<file path="config.mk">
export PLATFORM = sky130hd
export DESIGN_NAME = tophat_uart_tx
export DESIGN_NICKNAME = d
export VERILOG_FILES = /design/src/rtl/tophat_uart_tx.sv
export SDC_FILE = /design/constraint.sdc
export NUM_CORES = 1
export LEC_CHECK = 0
export CAP_MARGIN = 15
export CORE_MARGIN = 2
export CORE_UTILIZATION = 53
export DETAILED_ROUTE_END_ITERATION = 12
export PLACE_DENSITY = 0.86
export SETUP_SLACK_MARGIN = 0.4
export SYNTH_ARGS = -nofsm -noshare
export SYNTH_HDL_FRONTEND = slang
export SYNTH_SLANG_ARGS = --single-unit
</file>
<file path="constraint.sdc">
create_clock -name clk -period 2.3 [get_ports clk]
set_clock_uncertainty 0.2 [all_clocks]
set_input_delay 0.46 -clock clk [delete_from_list [all_inputs] [get_ports clk]]
set_output_delay 0.46 -clock clk [all_outputs]
set_load 0.05 [all_outputs]
</file>
<file path="src/rtl/tophat_uart_tx.sv">
// Byte-wide UART transmitter: valid/ready input, LSB-first frame with optional
// even parity and 1 or 2 stop bits on a registered, idle-high serial line.
module tophat_uart_tx #(
  parameter int unsigned CLKS_PER_BIT = 16,
  parameter bit          PARITY_EN    = 1'b0,
  parameter int unsigned STOP_BITS    = 1
) (
  input  logic       clk,
  input  logic       rst,
  input  logic [7:0] in_data,
  input  logic       in_valid,
  output logic       in_ready,
  output logic       tx,
  output logic       busy
);

  localparam int unsigned CntW = (CLKS_PER_BIT > 1) ? $clog2(CLKS_PER_BIT) : 1;
  localparam logic [CntW-1:0] CntLast = CntW'(CLKS_PER_BIT - 1);
  localparam logic StopLast = 1'(STOP_BITS - 1);

  typedef enum logic [2:0] {StIdle, StStart, StData, StParity, StStop} state_e;

  state_e          state_q, state_d;
  logic [CntW-1:0] cnt_q, cnt_d;
  logic [2:0]      bit_idx_q, bit_idx_d;
  logic            stop_idx_q, stop_idx_d;
  logic [7:0]      shift_q, shift_d;
  logic            parity_q, parity_d;
  logic            tx_q, tx_d;
  logic            init_q;
  logic            bit_end;

  assign bit_end  = (cnt_q == CntLast);
  assign in_ready = init_q && (state_q == StIdle);
  assign busy     = (state_q != StIdle);
  assign tx       = tx_q;

  // tx_d always carries the value the line must hold in the bit that starts at this edge.
  always_comb begin
    state_d    = state_q;
    cnt_d      = cnt_q;
    bit_idx_d  = bit_idx_q;
    stop_idx_d = stop_idx_q;
    shift_d    = shift_q;
    parity_d   = parity_q;
    tx_d       = tx_q;

    if (state_q != StIdle) begin
      cnt_d = bit_end ? '0 : cnt_q + CntW'(1);
    end

    unique case (state_q)
      StIdle: begin
        if (in_valid && in_ready) begin
          state_d  = StStart;
          shift_d  = in_data;
          parity_d = ^in_data;
          cnt_d    = '0;
          tx_d     = 1'b0;
        end
      end
      StStart: begin
        if (bit_end) begin
          state_d   = StData;
          bit_idx_d = 3'd0;
          tx_d      = shift_q[0];
        end
      end
      StData: begin
        if (bit_end) begin
          if (bit_idx_q == 3'd7) begin
            stop_idx_d = 1'b0;
            if (PARITY_EN) begin
              state_d = StParity;
              tx_d    = parity_q;
            end else begin
              state_d = StStop;
              tx_d    = 1'b1;
            end
          end else begin
            bit_idx_d = bit_idx_q + 3'd1;
            shift_d   = {1'b0, shift_q[7:1]};
            tx_d      = shift_q[1];
          end
        end
      end
      StParity: begin
        if (bit_end) begin
          state_d    = StStop;
          stop_idx_d = 1'b0;
          tx_d       = 1'b1;
        end
      end
      StStop: begin
        if (bit_end) begin
          if (stop_idx_q == StopLast) begin
            state_d = StIdle;
          end else begin
            stop_idx_d = 1'b1;
          end
          tx_d = 1'b1;
        end
      end
      default: begin
        state_d = StIdle;
        tx_d    = 1'b1;
      end
    endcase
  end

  always_ff @(posedge clk or posedge rst) begin
    if (rst) begin
      state_q    <= StIdle;
      cnt_q      <= '0;
      bit_idx_q  <= 3'd0;
      stop_idx_q <= 1'b0;
      shift_q    <= 8'h00;
      parity_q   <= 1'b0;
      tx_q       <= 1'b1;
      init_q     <= 1'b0;
    end else begin
      state_q    <= state_d;
      cnt_q      <= cnt_d;
      bit_idx_q  <= bit_idx_d;
      stop_idx_q <= stop_idx_d;
      shift_q    <= shift_d;
      parity_q   <= parity_d;
      tx_q       <= tx_d;
      init_q     <= 1'b1;
    end
  end

endmodule

</file>
==> results of run 1 <==
## cell families (layout without fill, tap and decap cells)
group,count (synthesis),after routing
flops,20,20
compound gates,23,23
simple gates,41,41
other cells,1,1
buf+inv,20,45
mux,3,3
fa+ha+maj,4,4
## how the worst min path moves through the flow
stage,from,end,slack [ps],cells after the start
5_1_grt,rst,state_q[1],300,3
6_report,rst,init_q,270,3
2_1_floorplan,rst,bit_idx_q[0],220,1
4_1_cts,rst,shift_q[3],270,3
3_5_place_dp,tx,tx,290,2
3_3_place_gp,tx,tx,280,2
## worst min-delay path: cells and delay by family
family	cells	cell delay, ps
buffers and inverters	3	710
## flip-flops by register name (all words and copies together) (netlist names)
register,count
bit_idx_q,3
cnt_q,4
init_q,1
shift_q,8
state_q,3
tx,1
## Yosys cell counts (all sizes together)
master and n:
o22ai 1, a31o 1, inv 13, and3 2, or2 1, a41oi 1
nor2b 1, nor2 4, nand3b 2, nand3 7, o31ai 1, o21ai 4
mux2i 2, maj3 1, a311oi 7, and2 1, mux2 1, clkbuf 3
a21oi 2, dfstp 1, buf 4, or3b 1, ha 3, dfrtp 19
nand2 5, nand4b 1, conb 1, a31oi 1, o211ai 1, a32oi 2
a22o 2, nor3 16
## per-layer routing
| layer | global-route usage (%) | wire [µm] |
|---|---|---|
| met1 | 31.10 | 1173 |
| met2 | 41.89 | 1386 |
| met3 | 5.152 | 133 |
| met4 | 13.89 | 151 |
| met5 | 0 | 0 |
## area by class of cell
cell class | count | area (µm²) | area share [%]
multi-input combinational | 72 | 579.3 | 39.61
sequential | 20 | 505.5 | 34.56
clock buffer | 4 | 36.28 | 2.481
inverter | 13 | 48.80 | 3.336
tap | 27 | 33.78 | 2.310
timing repair buffer | 28 | 259.0 | 17.71
## what timing repair did
action,4_1_cts,5_1_grt
setup buffers,10,3
resized for setup,15,7
setup endpoints to repair,10,14
pin swaps,11,5
## metrics by stage
stage	setup WS (ps)	cell area [µm²]	power, mW	utilization [%]	hold slack, ps
2_1_floorplan	213.3	1122	1.094	-	223.1
3_3_place_gp	194.9	1246	1.180	63.52	284.2
3_5_place_dp	81.64	1246	1.220	63.52	289.7
4_1_cts	330.8	1413	1.562	72.00	274.0
5_1_grt	196.1	1463	1.734	74.55	302.9
6_report	239.1	1463	1.638	74.55	270.0
## power groups by stage
stage	clock network (mW)	registers [mW]	logic [mW]
after CTS	0.209	0.629	0.723
final	0.209	0.636	0.794
after floorplan	0	0.607	0.487
after global routing	0.222	0.647	0.864
after global placement	0	0.632	0.548
after detailed placement	0	0.642	0.578
==> results.sh, run 1 <==
export IMPL_rsz0062_at_grt="yes"
export IMPL_p_comb_share_pct=48.4
export IMPL_final_cell_mix="dfrtp_1 (16), nor3_1 (14), buf_4 (14), inv_1 (12), clkdlybuf4s50_1 (10)"
export IMPL_via_count=1005
export IMPL_crit_type="register to register"
export IMPL_p_leak_nw=0.6348
export IMPL_grt_max_degree=21
export IMPL_timing_rr_start="bit_idx_q[0]"
export IMPL_num_fill_cells=137
export IMPL_ctsHoldBuffers=0
export IMPL_postSynthCellCount=112
export IMPL_mostFrequentLayoutCell="dfrtp_1"
export IMPL_synthMuxAreaShare_pct=2.854
export IMPL_max_freq_mhz=485.2
export IMPL_setup_tns_ps=0
export IMPL_yosysSeqAreaShare_pct=45.78
export IMPL_yosys_area_share_xor_xnor_pct=0
export IMPL_power_density_nw_per_um2=1120
export IMPL_worst_path_stages=5
export IMPL_placed_cells=147
export IMPL_grt_overflow_total=0
export IMPL_power_switching_mw=0.6639
export IMPL_crit_path_start="bit_idx_q[0]"
export IMPL_reg2reg_to="shift_q[4]"
export IMPL_die_y_um=49.48
export IMPL_cp_arrival_ps=2070
export IMPL_die_area_um2=2448
export IMPL_initial_core_util_pct=55.87
export IMPL_drc=0
export IMPL_synth_top_family_by_area="simple AND/OR/NAND/NOR gates"
export IMPL_end_kind="register"
export IMPL_ys_seq_elements=20
export IMPL_cp_top_family="simple AND/OR/NAND/NOR gates"
export IMPL_ant_nets=0
export IMPL_synth_fp_nets=126
export IMPL_hold_viol=0
export IMPL_drt_wl_total_mm=2.845
export IMPL_setup_viol=0
export IMPL_seqPwrFrac_pct=38.8
export IMPL_netlist_area_leader_share_pct=43.38
export IMPL_avgRoutedWirePerCell_um=17.35
export IMPL_grt_pass1_vias=935
export IMPL_vias_per_cell=6.128
export IMPL_synth_cell_types=33
export IMPL_synth_compound_area_share_pct=15.64
export IMPL_drt_iter0_drc=35
export IMPL_ioPinCount=14
export IMPL_crit_fanout=8
export IMPL_min_path_type="input port to async pin"
export IMPL_netSwitchingFraction_pct=40.53
export IMPL_drive_gt1_share_pct=32.85
export IMPL_synth_top_area_cell="dfrtp_1"
export IMPL_cts_tree="yes"
export IMPL_slew_viol_final=0
export IMPL_crit_path_start_kind="register"
export IMPL_place_hpwl_mm=1.627
export IMPL_antenna_found_initial=0
export IMPL_layout_cells_non_filler=164
export IMPL_yosys_warnings=0
export IMPL_p_int_mw=0.9741
export IMPL_r2r_cells=5
export IMPL_synthAdderAreaFrac_pct=4.338
export IMPL_nets=152
export IMPL_cap_violations=0
export IMPL_cp_num_buf_inv=0
export IMPL_crit_chain="ha_2, ha_4, or3b_4, or2_4, a311oi_2"
export IMPL_cts_htree_levels=1
export IMPL_grt_use_total_pct=25.39
export IMPL_numCtsBuffers=3
export IMPL_fin_crit_sh_pct=89.61
export IMPL_die_x_um=49.48
export IMPL_rrSetupSlack_ps=240
export IMPL_synthTopCellsByArea="dfrtp_1 (43%), nor3_1 (6.8%), a311oi_1 (5.6%)"
export IMPL_insertion_delay_ps=310
export IMPL_slowest_stage="or3b_4"
export IMPL_max_stage_delay_ps=420
export IMPL_min_period_ps=2061
export IMPL_cts_root_buf="clkbuf_4"
export IMPL_ir_worst_vdd_uv=831.8
export IMPL_status="finished, final reports clean"
export IMPL_synthSimpleGateAreaFrac_pct=21.46
export IMPL_gp_congestion=0.8248
export IMPL_clk_pin_slew_ps=110
export IMPL_areaGrowthSynthToFinish_pct=33.45
export IMPL_grt_pass1_wl_mm=4.616
export IMPL_postSynthAreaPerCell_um2=9.786
export IMPL_syn_cell_area_um2=1096
export IMPL_clock_sinks=20
export IMPL_coreArea_um2=1962
export IMPL_worstPathRequired_ps=2310
export IMPL_firstDrtPassIters=4
export IMPL_insertedDiodeCount=0
export IMPL_pwr_share_clk_pct=12.7
export IMPL_clockBufferDepth=2
export IMPL_numPortBuffers=13
export IMPL_num_rows=16
export IMPL_crit_path_end="shift_q[4]"
No activity file was read; power rests on OpenSTA's default activity.
==> run 2: changes to the inputs <==
--- a/config.mk
+++ b/config.mk
@@ -5,11 +5,12 @@
 export SDC_FILE = /design/constraint.sdc
 export NUM_CORES = 1
 export LEC_CHECK = 0
-export CAP_MARGIN = 15
+export CAP_MARGIN = 20
 export CORE_MARGIN = 2
-export CORE_UTILIZATION = 53
+export CORE_UTILIZATION = 45
+export CTS_CLUSTER_DIAMETER = 30
 export DETAILED_ROUTE_END_ITERATION = 12
-export PLACE_DENSITY = 0.86
+export PLACE_DENSITY = 0.76
 export SETUP_SLACK_MARGIN = 0.4
 export SYNTH_ARGS = -nofsm -noshare
 export SYNTH_HDL_FRONTEND = slang
==> results.sh, run 2 (same netlist as run 1, synthesis figures left out) <==
export IMPL_placed_cells=148
export IMPL_fin_util_pct=64.15
export IMPL_crit_type="register to register"
export IMPL_place_hpwl_mm=1.585
export IMPL_initial_core_util_pct=48.61
export IMPL_drive_gt1_share_pct=31.82
export IMPL_p_leak_nw=0.6189
export IMPL_drt_iter0_drc=25
export IMPL_largest_register="shift_q"
export IMPL_slew_viol_final=0
export IMPL_num_fill_cells=206
export IMPL_clk_pin_slew_ps=130
export IMPL_numCtsBuffers=3
export IMPL_slowest_stage="dfrtp_1"
export IMPL_worstPathRequired_ps=2340
export IMPL_cp_num_buf_inv=0
export IMPL_fin_area_um2=1446
export IMPL_layout_cells_non_filler=160
export IMPL_grt_pass1_vias=1000
export IMPL_die_area_um2=2846
export IMPL_avgRoutedWirePerCell_um=16.39
export IMPL_setup_tns_ps=0
export IMPL_min_period_ps=1979
export IMPL_dpl_cell_area_um2=1247
export IMPL_crit_chain="ha_2, ha_4, or3b_4, or2_4, a311oi_2"
export IMPL_cts_htree_levels=1
export IMPL_crit_path_start_kind="register"
export IMPL_clockBufferDepth=2
export IMPL_grt_use_total_pct=23.34
export IMPL_die_x_um=53.35
export IMPL_insertion_delay_ps=320
export IMPL_firstDrtPassIters=4
export IMPL_antenna_found_initial=0
export IMPL_ant_nets=0
export IMPL_coreArea_um2=2255
export IMPL_mostFrequentLayoutCell="dfrtp_1"
export IMPL_grt_max_degree=21
export IMPL_power_density_nw_per_um2=1161
export IMPL_cap_violations=0
export IMPL_max_freq_mhz=505.3
export IMPL_dp_slack_ps=107.4
export IMPL_crit_fanout=8
export IMPL_cts_root_buf="clkbuf_4"
export IMPL_fin_crit_sh_pct=86.05
export IMPL_insertedDiodeCount=0
export IMPL_nets=147
export IMPL_max_stage_delay_ps=410
export IMPL_cp_arrival_ps=2020
export IMPL_drt_wl_total_mm=2.623
export IMPL_die_y_um=53.35
export IMPL_end_kind="register"
export IMPL_ioPinCount=14
export IMPL_ctsHoldBuffers=0
export IMPL_grt_overflow_total=0
export IMPL_reg_top3="shift_q (8), cnt_q (4)"
export IMPL_final_cell_mix="dfrtp_1 (16), nor3_1 (14), inv_1 (12), buf_4 (11), clkdlybuf4s50_1 (10)"
export IMPL_gp_congestion=0.7744
export IMPL_via_count=928
export IMPL_clock_sinks=20
export IMPL_vias_per_cell=5.800
export IMPL_min_path_type="input port to async pin"
export IMPL_grt_pass1_wl_mm=4.761
export IMPL_cp_top_family="simple AND/OR/NAND/NOR gates"
export IMPL_ir_worst_vdd_uv=629.4
export IMPL_numPortBuffers=13
export IMPL_rsz0062_at_grt="yes"
export IMPL_areaGrowthSynthToFinish_pct=31.96
export IMPL_largest_reg_flops=8
export IMPL_num_rows=17
export IMPL_layout_setup_ws_ps=320.9
export IMPL_cts_tree="yes"
export IMPL_hold_viol=0
export IMPL_setup_viol=0
export IMPL_drc=0
export IMPL_status="finished, final reports clean"
==> run 2: tightest hold or removal path, cell delays in order <==
cell and delay [ps]:
clkdlybuf4s50_1 390, inv_1 50, buf_4 270
==> run 2: per-stage QoR <==
| stage | hold slack, ps | total power, mW |
|---|---|---|
| final | 247.2 | 1.679 |
| after global routing | 298.8 | 1.797 |
| after CTS | 257.3 | 1.657 |
| after detailed placement | 302.6 | 1.226 |
| after global placement | 294.8 | 1.187 |
| after floorplan | 223.1 | 1.094 |
==> run 2: repair_timing <==
action / in CTS / in global routing
buffers inserted: 7 / 1
resized for setup: 16 / 5
pin swaps: 13 / 1
setup endpoints to repair: 10 / 14
==> run 2: path summary, 6_finish.rpt <==
check | slack [ps] | cells past startpoint | to | startpoint
max reg2reg | 320 | 5 | shift_q[1] | bit_idx_q[0]
min | 250 | 3 | shift_q[7] | rst
max in group asynchronous | 1350 | 3 | tx | rst
min in group clk | 320 | 2 | tx | tx
min reg2reg | 320 | 2 | tx | tx
max | 320 | 5 | shift_q[1] | bit_idx_q[0]
==> run 2: final cells by class <==
class                   instances  area [µm²]  area share [%]
clock inverters                 1       30.03           2.076
repair buffers                 23       214.0           14.79
multi-input cells              72       590.6           40.83
inverters                      13       48.80           3.374
well taps                      28       35.03           2.422
clock buffers                   3       22.52           1.557
flip-flops and latches         20       505.5           34.95
==> run 2: power breakdown <==
part	switching, mW	internal (mW)	leakage (nW)
Clock	0.120	0.176	0.0279
Combinational	0.409	0.353	0.357
Sequential	0.129	0.492	0.234
Total	0.658	1.02	0.619
==> run 2: routing by layer <==
metal	global-route usage, %	wire length (µm)	vias up
li1	-	-	442
met1	29.23	1138	462
met2	40.95	1369	20
met3	2.825	90	4
met4	7.692	24	0
met5	0	0	-
